`config.mk`:
```
export PLATFORM = sky130hd
export DESIGN_NAME = select_biggest_way
export DESIGN_NICKNAME = d
export VERILOG_FILES = /design/src/rtl/select_biggest_way_pkg.sv /design/src/rtl/select_biggest_way_node.sv /design/src/rtl/select_biggest_way.sv
export SDC_FILE = /design/constraint.sdc
export NUM_CORES = 1
export LEC_CHECK = 0
export CAP_MARGIN = 30
export CORE_AREA = 2 2 107 109
export DETAILED_ROUTE_END_ITERATION = 8
export DIE_AREA = 0 0 109 111
export SETUP_SLACK_MARGIN = 0.02
export SYNTH_ARGS = -nofsm -noshare
export SYNTH_HDL_FRONTEND = slang
export SYNTH_SLANG_ARGS = --single-unit
```
`constraint.sdc`:
```
create_clock -name clk_in -period 0.8 [get_ports clk_in]
set_input_delay 0.24 -clock clk_in [delete_from_list [all_inputs] [get_ports clk_in]]
set_output_delay 0.24 -clock clk_in [all_outputs]
set_load 0.01 [all_outputs]
```
`src/rtl/select_biggest_way_pkg.sv`:
```
// ---------------------------------------------------------------------------
// select_biggest_way_pkg
//   Default widths and elaboration-time helpers for the masked maximum tree.
//   The helpers describe the tree shape for any number of ways (including
//   non powers of two):
//     index_width(n)      : width needed to hold a way number, at least 1
//     num_levels(n)       : tree depth, ceil(log2(n)), 0 for a single way
//     level_size(n, l)    : number of nodes at level l (level 0 = leaves)
//     level_offset(n, l)  : position of level l's first node in the flat
//                           node storage (levels stored back to back)
//     total_nodes(n)      : number of nodes in the whole tree
// ---------------------------------------------------------------------------
package select_biggest_way_pkg;

    localparam int DEFAULT_WAY_WIDTH = 4;
    localparam int DEFAULT_NUM_WAY   = 16;

    function automatic int index_width(input int n);
        return (n <= 1) ? 1 : $clog2(n);
    endfunction

    function automatic int num_levels(input int n);
        int s;
        int lv;
        s  = n;
        lv = 0;
        for (int k = 0; k < 32; k++) begin
            if (s > 1) begin
                s  = (s + 1) / 2;
                lv = lv + 1;
            end
        end
        return lv;
    endfunction

    // Each level halves the previous one, rounding up so an odd node is kept.
    function automatic int level_size(input int n, input int l);
        int s;
        s = n;
        for (int k = 0; k < l; k++) begin
            s = (s + 1) / 2;
        end
        return s;
    endfunction

    function automatic int level_offset(input int n, input int l);
        int off;
        off = 0;
        for (int k = 0; k < l; k++) begin
            off = off + level_size(n, k);
        end
        return off;
    endfunction

    function automatic int total_nodes(input int n);
        return level_offset(n, num_levels(n) + 1);
    endfunction

endpackage

```
`src/rtl/select_biggest_way_node.sv`:
```
// ---------------------------------------------------------------------------
// select_biggest_node
//   One combinational node of the maximum tree. Merges two (valid, value,
//   index) candidates into one.
//   Ports:
//     a_valid_i/a_value_i/a_index_i : left candidate (covers lower way numbers)
//     b_valid_i/b_value_i/b_index_i : right candidate (covers higher way numbers)
//     y_valid_o/y_value_o/y_index_o : winning candidate
// ---------------------------------------------------------------------------
module select_biggest_node #(
    parameter int VALUE_WIDTH = 4,
    parameter int INDEX_WIDTH = 4
) (
    input  logic                   a_valid_i,
    input  logic [VALUE_WIDTH-1:0] a_value_i,
    input  logic [INDEX_WIDTH-1:0] a_index_i,
    input  logic                   b_valid_i,
    input  logic [VALUE_WIDTH-1:0] b_value_i,
    input  logic [INDEX_WIDTH-1:0] b_index_i,
    output logic                   y_valid_o,
    output logic [VALUE_WIDTH-1:0] y_value_o,
    output logic [INDEX_WIDTH-1:0] y_index_o
);

    logic take_b;

    // Right side wins only when it is valid and either the left side is
    // invalid or the right value is strictly larger. Equal values keep the
    // left (lower-numbered) way, which gives the lowest-index tie rule.
    // The valid terms are evaluated first so an invalid side's value never
    // decides the outcome.
    assign take_b    = b_valid_i & (~a_valid_i | (b_value_i > a_value_i));

    assign y_valid_o = a_valid_i | b_valid_i;
    assign y_value_o = take_b ? b_value_i : a_value_i;
    assign y_index_o = take_b ? b_index_i : a_index_i;

endmodule

```
`src/rtl/select_biggest_way.sv`:
```
// ---------------------------------------------------------------------------
// select_biggest_way
//   Masked maximum selector: returns the largest value among the ways whose
//   condition bit is set, the number of that way, and a valid flag. All
//   outputs are registered, one cycle after the inputs are sampled.
//   No handshake: a new input set is accepted on every rising edge and its
//   result is presented after that edge; the block never stalls.
//   Ports:
//     clk_in           : clock, rising edge
//     reset_in         : asynchronous active-low reset
//     way_flatted_in   : NUM_WAY packed values, way i at [i*W +: W]
//     condition_in     : per-way eligibility mask
//     select_out       : largest eligible value (0 when none eligible)
//     select_index_out : way number of select_out (0 when none eligible)
//     select_valid_out : at least one way was eligible
// ---------------------------------------------------------------------------
module select_biggest_way
    import select_biggest_way_pkg::*;
#(
    parameter int SINGLE_WAY_WIDTH_IN_BITS = DEFAULT_WAY_WIDTH,
    parameter int NUM_WAY                  = DEFAULT_NUM_WAY,
    localparam int INDEX_WIDTH             = index_width(NUM_WAY)
) (
    input  logic                                        clk_in,
    input  logic                                        reset_in,
    input  logic [SINGLE_WAY_WIDTH_IN_BITS*NUM_WAY-1:0] way_flatted_in,
    input  logic [NUM_WAY-1:0]                          condition_in,
    output logic [SINGLE_WAY_WIDTH_IN_BITS-1:0]         select_out,
    output logic [INDEX_WIDTH-1:0]                      select_index_out,
    output logic                                        select_valid_out
);

    localparam int W      = SINGLE_WAY_WIDTH_IN_BITS;
    localparam int IW     = INDEX_WIDTH;
    localparam int LEVELS = num_levels(NUM_WAY);
    localparam int TOTAL  = total_nodes(NUM_WAY);
    localparam int ROOT   = TOTAL - 1;

    // Flat node storage: leaves first, then each tree level, root last.
    logic [TOTAL-1:0] node_valid;
    logic [W-1:0]     node_value [TOTAL];
    logic [IW-1:0]    node_index [TOTAL];

    // Leaves. Ineligible values are forced to 0 so nothing unknown on an
    // ineligible way can reach the comparators; the valid bit still keeps
    // them out of the comparison entirely.
    for (genvar i = 0; i < NUM_WAY; i++) begin : gen_leaf
        assign node_valid[i] = condition_in[i];
        assign node_value[i] = condition_in[i] ? way_flatted_in[i*W +: W] : '0;
        assign node_index[i] = IW'(i);
    end

    for (genvar l = 1; l <= LEVELS; l++) begin : gen_level
        localparam int PREV_N   = level_size(NUM_WAY, l - 1);
        localparam int PREV_OFF = level_offset(NUM_WAY, l - 1);
        localparam int CUR_N    = level_size(NUM_WAY, l);
        localparam int CUR_OFF  = level_offset(NUM_WAY, l);

        for (genvar j = 0; j < CUR_N; j++) begin : gen_node
            if (2 * j + 1 < PREV_N) begin : gen_pair
                select_biggest_node #(
                    .VALUE_WIDTH (W),
                    .INDEX_WIDTH (IW)
                ) u_node (
                    .a_valid_i (node_valid[PREV_OFF + 2*j]),
                    .a_value_i (node_value[PREV_OFF + 2*j]),
                    .a_index_i (node_index[PREV_OFF + 2*j]),
                    .b_valid_i (node_valid[PREV_OFF + 2*j + 1]),
                    .b_value_i (node_value[PREV_OFF + 2*j + 1]),
                    .b_index_i (node_index[PREV_OFF + 2*j + 1]),
                    .y_valid_o (node_valid[CUR_OFF + j]),
                    .y_value_o (node_value[CUR_OFF + j]),
                    .y_index_o (node_index[CUR_OFF + j])
                );
            end else begin : gen_pass
                // Odd node count: the last node has no partner this level.
                assign node_valid[CUR_OFF + j] = node_valid[PREV_OFF + 2*j];
                assign node_value[CUR_OFF + j] = node_value[PREV_OFF + 2*j];
                assign node_index[CUR_OFF + j] = node_index[PREV_OFF + 2*j];
            end
        end
    end

    logic [W-1:0]  select_d,       select_q;
    logic [IW-1:0] select_index_d, select_index_q;
    logic          select_valid_d, select_valid_q;

    // With nothing eligible the outputs read as all zero.
    always_comb begin
        select_d       = '0;
        select_index_d = '0;
        select_valid_d = node_valid[ROOT];
        if (node_valid[ROOT]) begin
            select_d       = node_value[ROOT];
            select_index_d = node_index[ROOT];
        end
    end

    always_ff @(posedge clk_in or negedge reset_in) begin
        if (!reset_in) begin
            select_q       <= '0;
            select_index_q <= '0;
            select_valid_q <= 1'b0;
        end else begin
            select_q       <= select_d;
            select_index_q <= select_index_d;
            select_valid_q <= select_valid_d;
        end
    end

    assign select_out       = select_q;
    assign select_index_out = select_index_q;
    assign select_valid_out = select_valid_q;

endmodule

```
==> results of run 1 <==
per-stage QoR:
step           std cells  worst slack [ps]  util [%]
5_1_grt              962             -5880      69.0
2_1_floorplan        446             -5210         -
3_5_place_dp         866             -5900      54.3
3_3_place_gp         866             -5710      54.3
4_1_cts              948             -5300      64.2
6_report             962             -5560      69.0
final cells by class:
cell class,instances,area (µm²)
Tap cell,143,179
Inverter,34,130
Timing Repair Buffer,382,3240
Fill cell,784,3440
Multi-Input combinational cell,390,3790
Sequential cell,9,225
Clock buffer,4,78.8
registers in the layout (all words and copies together) (netlist names):
| name | flops |
|---|---|
| select_index_out | 4 |
| select_out | 4 |
| select_valid_out | 1 |
worst min path at each step:
stage	start	end	slack (ps)	cells past startpoint
floorplan	reset_in	select_index_out[0]	-60	0
global placement	reset_in	select_out[0]	580	2
detailed placement	reset_in	select_out[0]	570	2
CTS	reset_in	select_out[0]	350	2
global route	reset_in	select_out[0]	350	2
finish	reset_in	select_index_out[2]	340	2
report_power, final:
part / leakage (nW) / total, mW / internal (mW) / switching [mW]
Combinational: 3.41 / 13.8 / 7.74 / 6.05
Sequential: 0.106 / 0.805 / 0.704 / 0.101
Clock: 0.0382 / 0.859 / 0.664 / 0.195
placed cells by master (no fill, tap or decap), types with 12 or more instances in the layout:
| master | instances |
|---|---|
| sky130_fd_sc_hd__buf_4 | 252 |
| sky130_fd_sc_hd__clkdlybuf4s50_1 | 50 |
| sky130_fd_sc_hd__buf_6 | 48 |
| sky130_fd_sc_hd__nand2_1 | 38 |
| sky130_fd_sc_hd__inv_1 | 29 |
| sky130_fd_sc_hd__ha_1 | 24 |
| sky130_fd_sc_hd__ha_4 | 20 |
| sky130_fd_sc_hd__nand2_2 | 16 |
| sky130_fd_sc_hd__and2_1 | 16 |
| sky130_fd_sc_hd__dlygate4sd2_1 | 16 |
| sky130_fd_sc_hd__o21a_1 | 15 |
| sky130_fd_sc_hd__nor2_1 | 14 |
| sky130_fd_sc_hd__and2_4 | 13 |
| sky130_fd_sc_hd__a21oi_1 | 12 |
cells by family (layout without fill, tap and decap cells):
family	after synthesis	after routing
AO/OA/AOI/OAI	144	144
adder cells (fa/ha/maj)	49	49
buffers and inverters	47	420
flip-flops	9	9
multiplexers	23	23
AND/OR/NAND/NOR	174	174
critical path: cells and delay by family:
kind                     cells  cell delay, ps
AND/OR/NAND/NOR              8             710
AO/OA/AOI/OAI               15            3120
adder cells (fa/ha/maj)      5            1370
buffers and inverters        7             800
multiplexers                 1             240
metal layers:
| layer | share of wire (%) | up-vias |
|---|---|---|
| li1 | - | 2415 |
| met4 | 3.5 | 0 |
| met3 | 3.4 | 40 |
| met1 | 40 | 2377 |
| met5 | 0 | - |
| met2 | 53 | 128 |
what timing repair did:
| item | in CTS | in global routing |
|---|---|---|
| pin swaps | 80 | 71 |
| setup endpoints to repair | 18 | 18 |
| setup buffers | 80 | 30 |
| resized for setup | 203 | 102 |
==> results, run 1 <==
- The flow ran to the end, but the final reports show violations.
- The final reports fail on setup timing.
- Measured against its own limit, the worst slew margin works out to a little under 70%.
- The multiplexer share of the synthesized area is under 10%.
- VDD sags by at most about 0.0016 V.
- In this run the remaining antenna-violating nets after routing total 0.
- Counting every net in the synthesized netlist gives around 580.
- The core region is approximately 11000 µm².
- The buffer type at the clock tree root is sky130_fd_sc_hd__clkbuf_16.
- For this configuration, the core starts out at a cell density of 29.1%.
- The most used flip-flop cell after synthesis is sky130_fd_sc_hd__dfrtp_1.
- The critical path in this run is classified as in -> reg.
- The data required time of the critical path is ~910 ps.
- After synthesis, the netlist uses 68 different library cells.
- The clock-pin slew reported for the worst setup and hold paths after clock tree synthesis is 40 ps.
- The initial antenna violation count is 0.
- Counting every instance in the synthesized netlist gives about 450.
- The power density over the cells is about 2000 nW/µm².
- The overflow left after global routing is 0.
- The detailed-router iteration count before antenna repair is 4.
- The detail-routed net length per standard cell is 15.8 µm.
- The net count of the finished layout is between 900 and 1000.
- The slack of the critical path is -5560 ps.
- The count of boundary I/O pins is slightly above 90.
- The die covers around 12000 µm².
- The worst hold slack is ~340 ps.
- In this run, post-CTS hold repair placed 0 buffers.
- The detailed router finished its first iteration with 196 violations.
- The static leakage power is 3.56 nW.
- The antenna diode count is 0.
- The kind of start point of the critical path is an input pin.
- The number of warnings issued by yosys is 0.
- The setup TNS is -46900 ps.
- The synthesized area per cell is approximately 7.2 µm².
- The maximum number of pins on one net before global-route repair is 12.
- Counting stages on the worst path, the most repeated cell is sky130_fd_sc_hd__buf_6.
- The share of synthesized area in the top cell type comes to a little under a fifth.
- The final clock period utilization by the worst path is 795%.
- Summing the areas of all compound-gate instances in the mapped netlist gives between 30% and 40% of the synthesized area.
- The post-synthesis simple-gate area fraction is ~28%.
- In the routed design, unresolved DRC markers number 0.
- The floorplan die width is 109 µm.
- The timing endpoint of the critical path is select_index_out[0].
- The congestion estimate from routability-driven global placement came to approximately 0.85.
- The total of flip-flops plus latches after synthesis is 9.
- The first global-routing pass estimated around 24 mm of wire.
- The met2 track demand over resource is about 44%.
- The met3 routing resource usage after global routing is 1.23%.
- Summing the areas of all xor and xnor instances in the mapped netlist gives 0% of the synthesized area.
- Measured along the y axis, the die boundary spans between 100 and 150 µm.
- Once placement finished, the instance area stood at roughly 6000 µm².
- Ranked by total cell area, the synthesized netlist is headed by sky130_fd_sc_hd__ha_1 (19%), sky130_fd_sc_hd__dfrtp_1 (7.0%), sky130_fd_sc_hd__nand2_1 (6.4%), sky130_fd_sc_hd__and2_1 (5.4%), sky130_fd_sc_hd__mux2i_1 (4.7%).
- The tool flagged a number of max-cap violations equal to 0.
- Data arrives at the worst endpoint at approximately 6500 ps.
- At the pin with the least slew margin, the transition time is roughly 470 ps.
- The final hold violation count is 0.
- The smallest clock period supported by the final layout is computed as ~6400 ps.
- In the final layout, the share of cells above drive strength 1 is approximately 59%.
- The critical path launch point is way_flatted_in[32].
- The most frequent cell after synthesis is sky130_fd_sc_hd__nand2_1.
- For this run, global-route usage on met1 was measured as 27.0%.
- By area, the combinational part of the netlist is dominated by compound AO/OA/AOI/OAI gates.
- After synthesis the cells add up to 3220 µm².
- In the global route stage, overall resource usage came out at about a quarter.
- The sequential area share after synthesis is under 10%.
- The completed layout was analyzed and its total power is 15.5 mW.
- The site row count is 39.
- The clock tree from TritonCTS is done.
- The async set or reset register ratio after synthesis is 100%.
- The via density per instance is 5.16.
- Counting flops with a built-in enable in the synthesized netlist gives 0.
- The number of endpoints failing setup at the final stage is 18.
- The leading area contributor after synthesis is sky130_fd_sc_hd__ha_1.
- The HPWL after detailed placement is between 9 and 10 mm.
- The synthesized netlist devotes a little under a fifth of its cell area to adder and majority cells.
- In this run the worst path has a maximum fanout of 6.
- The number of max-slew violations in the final report came to 0.
- The number of buffers inserted by port buffering is 90.
- Setup repair after global routing could not meet its margin everywhere.
- The area growth from synthesis to layout is 137%.
- The routed design has roughly 15 mm of wire.
- The cell with the largest stage delay on the worst path is sky130_fd_sc_hd__o31ai_4.
- Based on the critical path, the design can be clocked at up to 157 MHz.
- After global routing, the most crowded layer is met2.
- Sorting the synthesized cells by how often they occur yields sky130_fd_sc_hd__nand2_1 (55), sky130_fd_sc_hd__ha_1 (48), sky130_fd_sc_hd__inv_1 (34), sky130_fd_sc_hd__and2_1 (28), sky130_fd_sc_hd__o21ai_0 (24).
- The endpoint type of the worst setup path is a flop.
- The via count of the routed design is slightly below 5000.
- Counting every sink on the clock net gives 9.
- The via count of the first global-routing pass is 5209.
- The worst hold path belongs to the class in -> async.
- The cell area after layout is 7640 µm².
- The delay contributed by the slowest stage of the critical path is 410 ps.
- In this run the deepest clock path goes through 2 buffers.
- In this run the number of H-tree levels came out at 1.
- The number of clock buffers added by TritonCTS is 3.
Power figures use the tool's default switching activity.
==> inputs of run 2 (changes only) <==
- ABC_AREA: default -> 1
- CORE_AREA: 2 2 107 109 -> 2 2 103 105
- DIE_AREA: 0 0 109 111 -> 0 0 105 107
==> results, run 2 <==
- The run finished, with violations left.
- The checks that failed: setup timing.
- The class of the tightest hold or removal check is in -> async.
- The detailed router finished its first iteration with roughly 200 violations.
- The endpoint type of the worst setup path is a flop.
- The delay contributed by the slowest stage of the critical path is roughly 320 ps.
- The filler cells instantiated in the layout total 770.
- The met1 usage is between 20% and 30%.
- The slack of the critical path is -4330 ps.
- The post-layout total power is 13.9 mW.
- Across the VDD grid, the largest voltage drop is roughly 0.0014 V.
- The number of max-slew violations in the final report is 0.
- The total of flip-flops plus latches after synthesis is 9.
- Port buffering added 90 buffers.
- The maximum number of pins on one net before global-route repair is 10.
- The path length in cells of the critical path is 42.
- The cell seen most often among critical-path stages is sky130_fd_sc_hd__o21ai_2.
- Setup total negative slack on the finished layout was measured at -36430 ps.
- Among all flip-flop cells after synthesis, the most frequent one is sky130_fd_sc_hd__dfrtp_1.
- In this run the most used layer during global routing was met2.
- After detailed routing, the number of vias per cell comes to about 4.8.
- The relative slew slack is about three quarters.
- The first global-routing pass estimated between 20 and 25 mm of wire.
- The die height is 107 µm.
- The maximum fanout encountered on the critical timing path is 7.
- Counting I/O delays and the setup requirement, the final critical path takes between 5000 and 6000 ps.
- The power density over the cells is approximately 1900 nW/µm².
- In the layout the commonest cells are sky130_fd_sc_hd__buf_4 (272), sky130_fd_sc_hd__nand2_1 (133), sky130_fd_sc_hd__nand2_2 (63).
- The residual DRC count is 0.
- The via count of the first global-routing pass is about 5300.
- The floorplan die width is about 110 µm.
- The highest achievable clock rate is 195 MHz.
- The number of distinct standard cells referenced by the synthesized netlist is 34.
- For this configuration, the core starts out at a cell density of 29.4%.
- After synthesis, the cell types taking the most area are sky130_fd_sc_hd__nand2_1 (26%), sky130_fd_sc_hd__ha_1 (20%), sky130_fd_sc_hd__inv_1 (9.5%), sky130_fd_sc_hd__dfrtp_1 (7.6%), sky130_fd_sc_hd__o21ai_0 (7.4%).
- The sink count of the clock tree is 9.
- On the final layout, the worst hold slack is around 340 ps.
- For met2 alone, demand over resource in global routing was between 40 and 50%.
- The synthesized area per cell is 5.57 µm².
- The count of non-filler cells in the finished layout is between 1000 and 1500.
- Across every metal layer, demand over resource in global routing totals 22.4%.
- The overflow left after global routing is 0.
- The final HPWL from detailed placement is between 8 and 9 mm.
- In this run the worst setup path terminates at select_index_out[0].
- Compared with the post-synthesis result, the final layout area differs by 149%.
- The data required time of the critical path is around 960 ps.
- Counting flops with an async set or reset pin after synthesis yields a share of 100%.
- The slew at the pin closest to its max-slew limit is 361 ps.
- Setup repair after global routing could not meet its margin everywhere.
- The clock-pin slew reported for the worst setup and hold paths after clock tree synthesis is ~40 ps.
- The total of hold buffers inserted after clock tree synthesis is 0.
- The static leakage power is ~3.9 nW.
- The detailed-router iteration count before antenna repair is 4.
- Of the available clock period, the critical path in the final layout requires 641%.
- The number of enable flip-flop cells after synthesis is 0.
- The slowest stage of the critical path belongs to the cell sky130_fd_sc_hd__ha_1.
- The die covers ~11000 µm².
- The level count of the clock H-tree is 1.
- When the netlist entered floorplanning its net count stood at between 600 and 700.
- The via count of the routed design is around 5000.
- After the last flow step, the layout net total stands at 1041.
- The core region is around 10000 µm².
- The critical path starts at condition_in[5].
- The maximum clock path buffer count is 2.
- The number of warnings issued by yosys is 0.
- The most common library cell in the layout ignoring fill and taps is sky130_fd_sc_hd__buf_4.
- The buffer type at the clock tree root is sky130_fd_sc_hd__clkbuf_8.
- Summing every instance area after synthesis gives roughly 3000 µm².
- The number of endpoints failing setup at the final stage is 18.
- The most common cell in the synthesized netlist is sky130_fd_sc_hd__nand2_1.
- The top cell family by delay on the critical path is compound AO/OA/AOI/OAI gates.
- The number of placed instances, taps included, is around 900.
- The CTS buffer count is 3.
- The tool flagged a number of max-cap violations equal to 0.
- Sequential elements use under 10% of the synthesized area.
- The antenna diode count is 0.
- The synthesized design spends more area on one cell type than any other, namely sky130_fd_sc_hd__nand2_1.
- The clock tree from TritonCTS is done.
- After detailed routing, the total wire length is 14.6 mm.
- Pin placement for this block handled 91 I/O pins.
- In this run the biggest area consumer among cell types represents 26.1% of the synthesized area.
- The initial antenna violation count is 0.
- The cell count after synthesis is roughly 530.
- The fraction of final layout cells sized beyond drive strength 1 is between 60% and 70%.
- For met3 alone, demand over resource in global routing was about 1.8%.
- The final hold violation count was 0.
- The critical path is of the in -> reg type.
- STA classifies the critical path startpoint as an input pin.
- After detailed routing, the average wire length per cell comes to 13.9 µm.
- For the worst setup path, the data arrival time is about 5300 ps.
- The post-route core utilization is between 70% and 80%.
- The critical path contains buffers and inverters numbering 8 combined.
- The congestion estimate from routability-driven global placement came to about 0.85.
- Sorting the synthesized cells by how often they occur yields sky130_fd_sc_hd__nand2_1 (206), sky130_fd_sc_hd__inv_1 (75), sky130_fd_sc_hd__ha_1 (48), sky130_fd_sc_hd__o21ai_0 (44), sky130_fd_sc_hd__nand3_1 (39).
- The remaining antenna violation count after routing is 0.
- The site row count is 37.
[run 2: changes by cell type in the layout (fill, tap and decap cells not counted), moves of 11 or more]
cell,before,now
sky130_fd_sc_hd__o21ai_2,7,19
sky130_fd_sc_hd__buf_6,48,21
sky130_fd_sc_hd__nand2_1,38,133
sky130_fd_sc_hd__nand2_2,16,63
sky130_fd_sc_hd__nand3_1,7,18
sky130_fd_sc_hd__buf_4,252,272
sky130_fd_sc_hd__and2_1,16,3
sky130_fd_sc_hd__nand2_4,2,21
sky130_fd_sc_hd__ha_4,20,34
sky130_fd_sc_hd__clkdlybuf4s50_1,50,14
sky130_fd_sc_hd__inv_2,4,39
sky130_fd_sc_hd__ha_1,24,11
sky130_fd_sc_hd__nand3_2,1,18
[run 2: logic make-up (layout without fill, tap and decap cells)]
family                   count (synthesis)  in the layout  synth area share, %
AND/OR/NAND/NOR                        297            297                 42.9
AO/OA/AOI/OAI                           93             93                 17.8
buffers and inverters                   84            462                 11.1
adder cells (fa/ha/maj)                 48             48                 20.3
flip-flops                               9              9                 7.60
multiplexers                             1              1                0.338
[run 2: how the worst min path moves through the flow]
| stage | cells past startpoint | to | startpoint |
|---|---|---|---|
| final | 2 | select_index_out[3] | reset_in |
| after global routing | 2 | select_valid_out | reset_in |
| after CTS | 2 | select_index_out[2] | reset_in |
| after detailed placement | 2 | select_index_out[3] | reset_in |
| after global placement | 2 | select_valid_out | reset_in |
| after floorplan | 0 | select_index_out[0] | reset_in |
[run 2: what timing repair did]
action / 4_1_cts / 5_1_grt
buffers inserted: 106 / 19
resized for setup: 362 / 162
setup endpoints to repair: 18 / 18
pin swaps: 164 / 141
gates cloned: 3 / 0
[run 2: cell type report]
class / instances / area, µm² / share of cell area, %
well taps: 136 / 170 / 2.31
repair inverters: 3 / 18.8 / 0.254
inverters: 79 / 328 / 4.44
clock buffers: 4 / 45.0 / 0.610
repair buffers: 376 / 2990 / 40.5
multi-input cells: 439 / 3600 / 48.8
flip-flops and latches: 9 / 225 / 3.05
[run 2: metrics by stage]
stage	area, µm²	setup WS (ps)
finish	7380	-4330
global placement	5330	-4840
floorplan	3090	-4000
CTS	6740	-4070
detailed placement	5330	-4950
global route	7380	-4530
[run 2: power breakdown]
group          internal (mW)  switching, mW  total (mW)  leakage [nW]
logic                   6.32           6.20        12.5          3.74
clock network          0.346          0.170       0.516        0.0228
registers              0.729         0.0843       0.813         0.105
[run 2: metal layers]
| metal | up-vias | wire length, µm | part of all wire [%] |
|---|---|---|---|
| li1 | 2488 | - | - |
| met1 | 2360 | 5500 | 38 |
| met2 | 136 | 8230 | 57 |
| met3 | 48 | 374 | 2.6 |
| met4 | 0 | 444 | 3.1 |
| met5 | - | 0 | 0 |
==> inputs of run 3 (changes only) <==
- SLEW_MARGIN: default -> 30
==> results of run 3 <==
Final layout, timing and power as in run 2 (identical DEF).
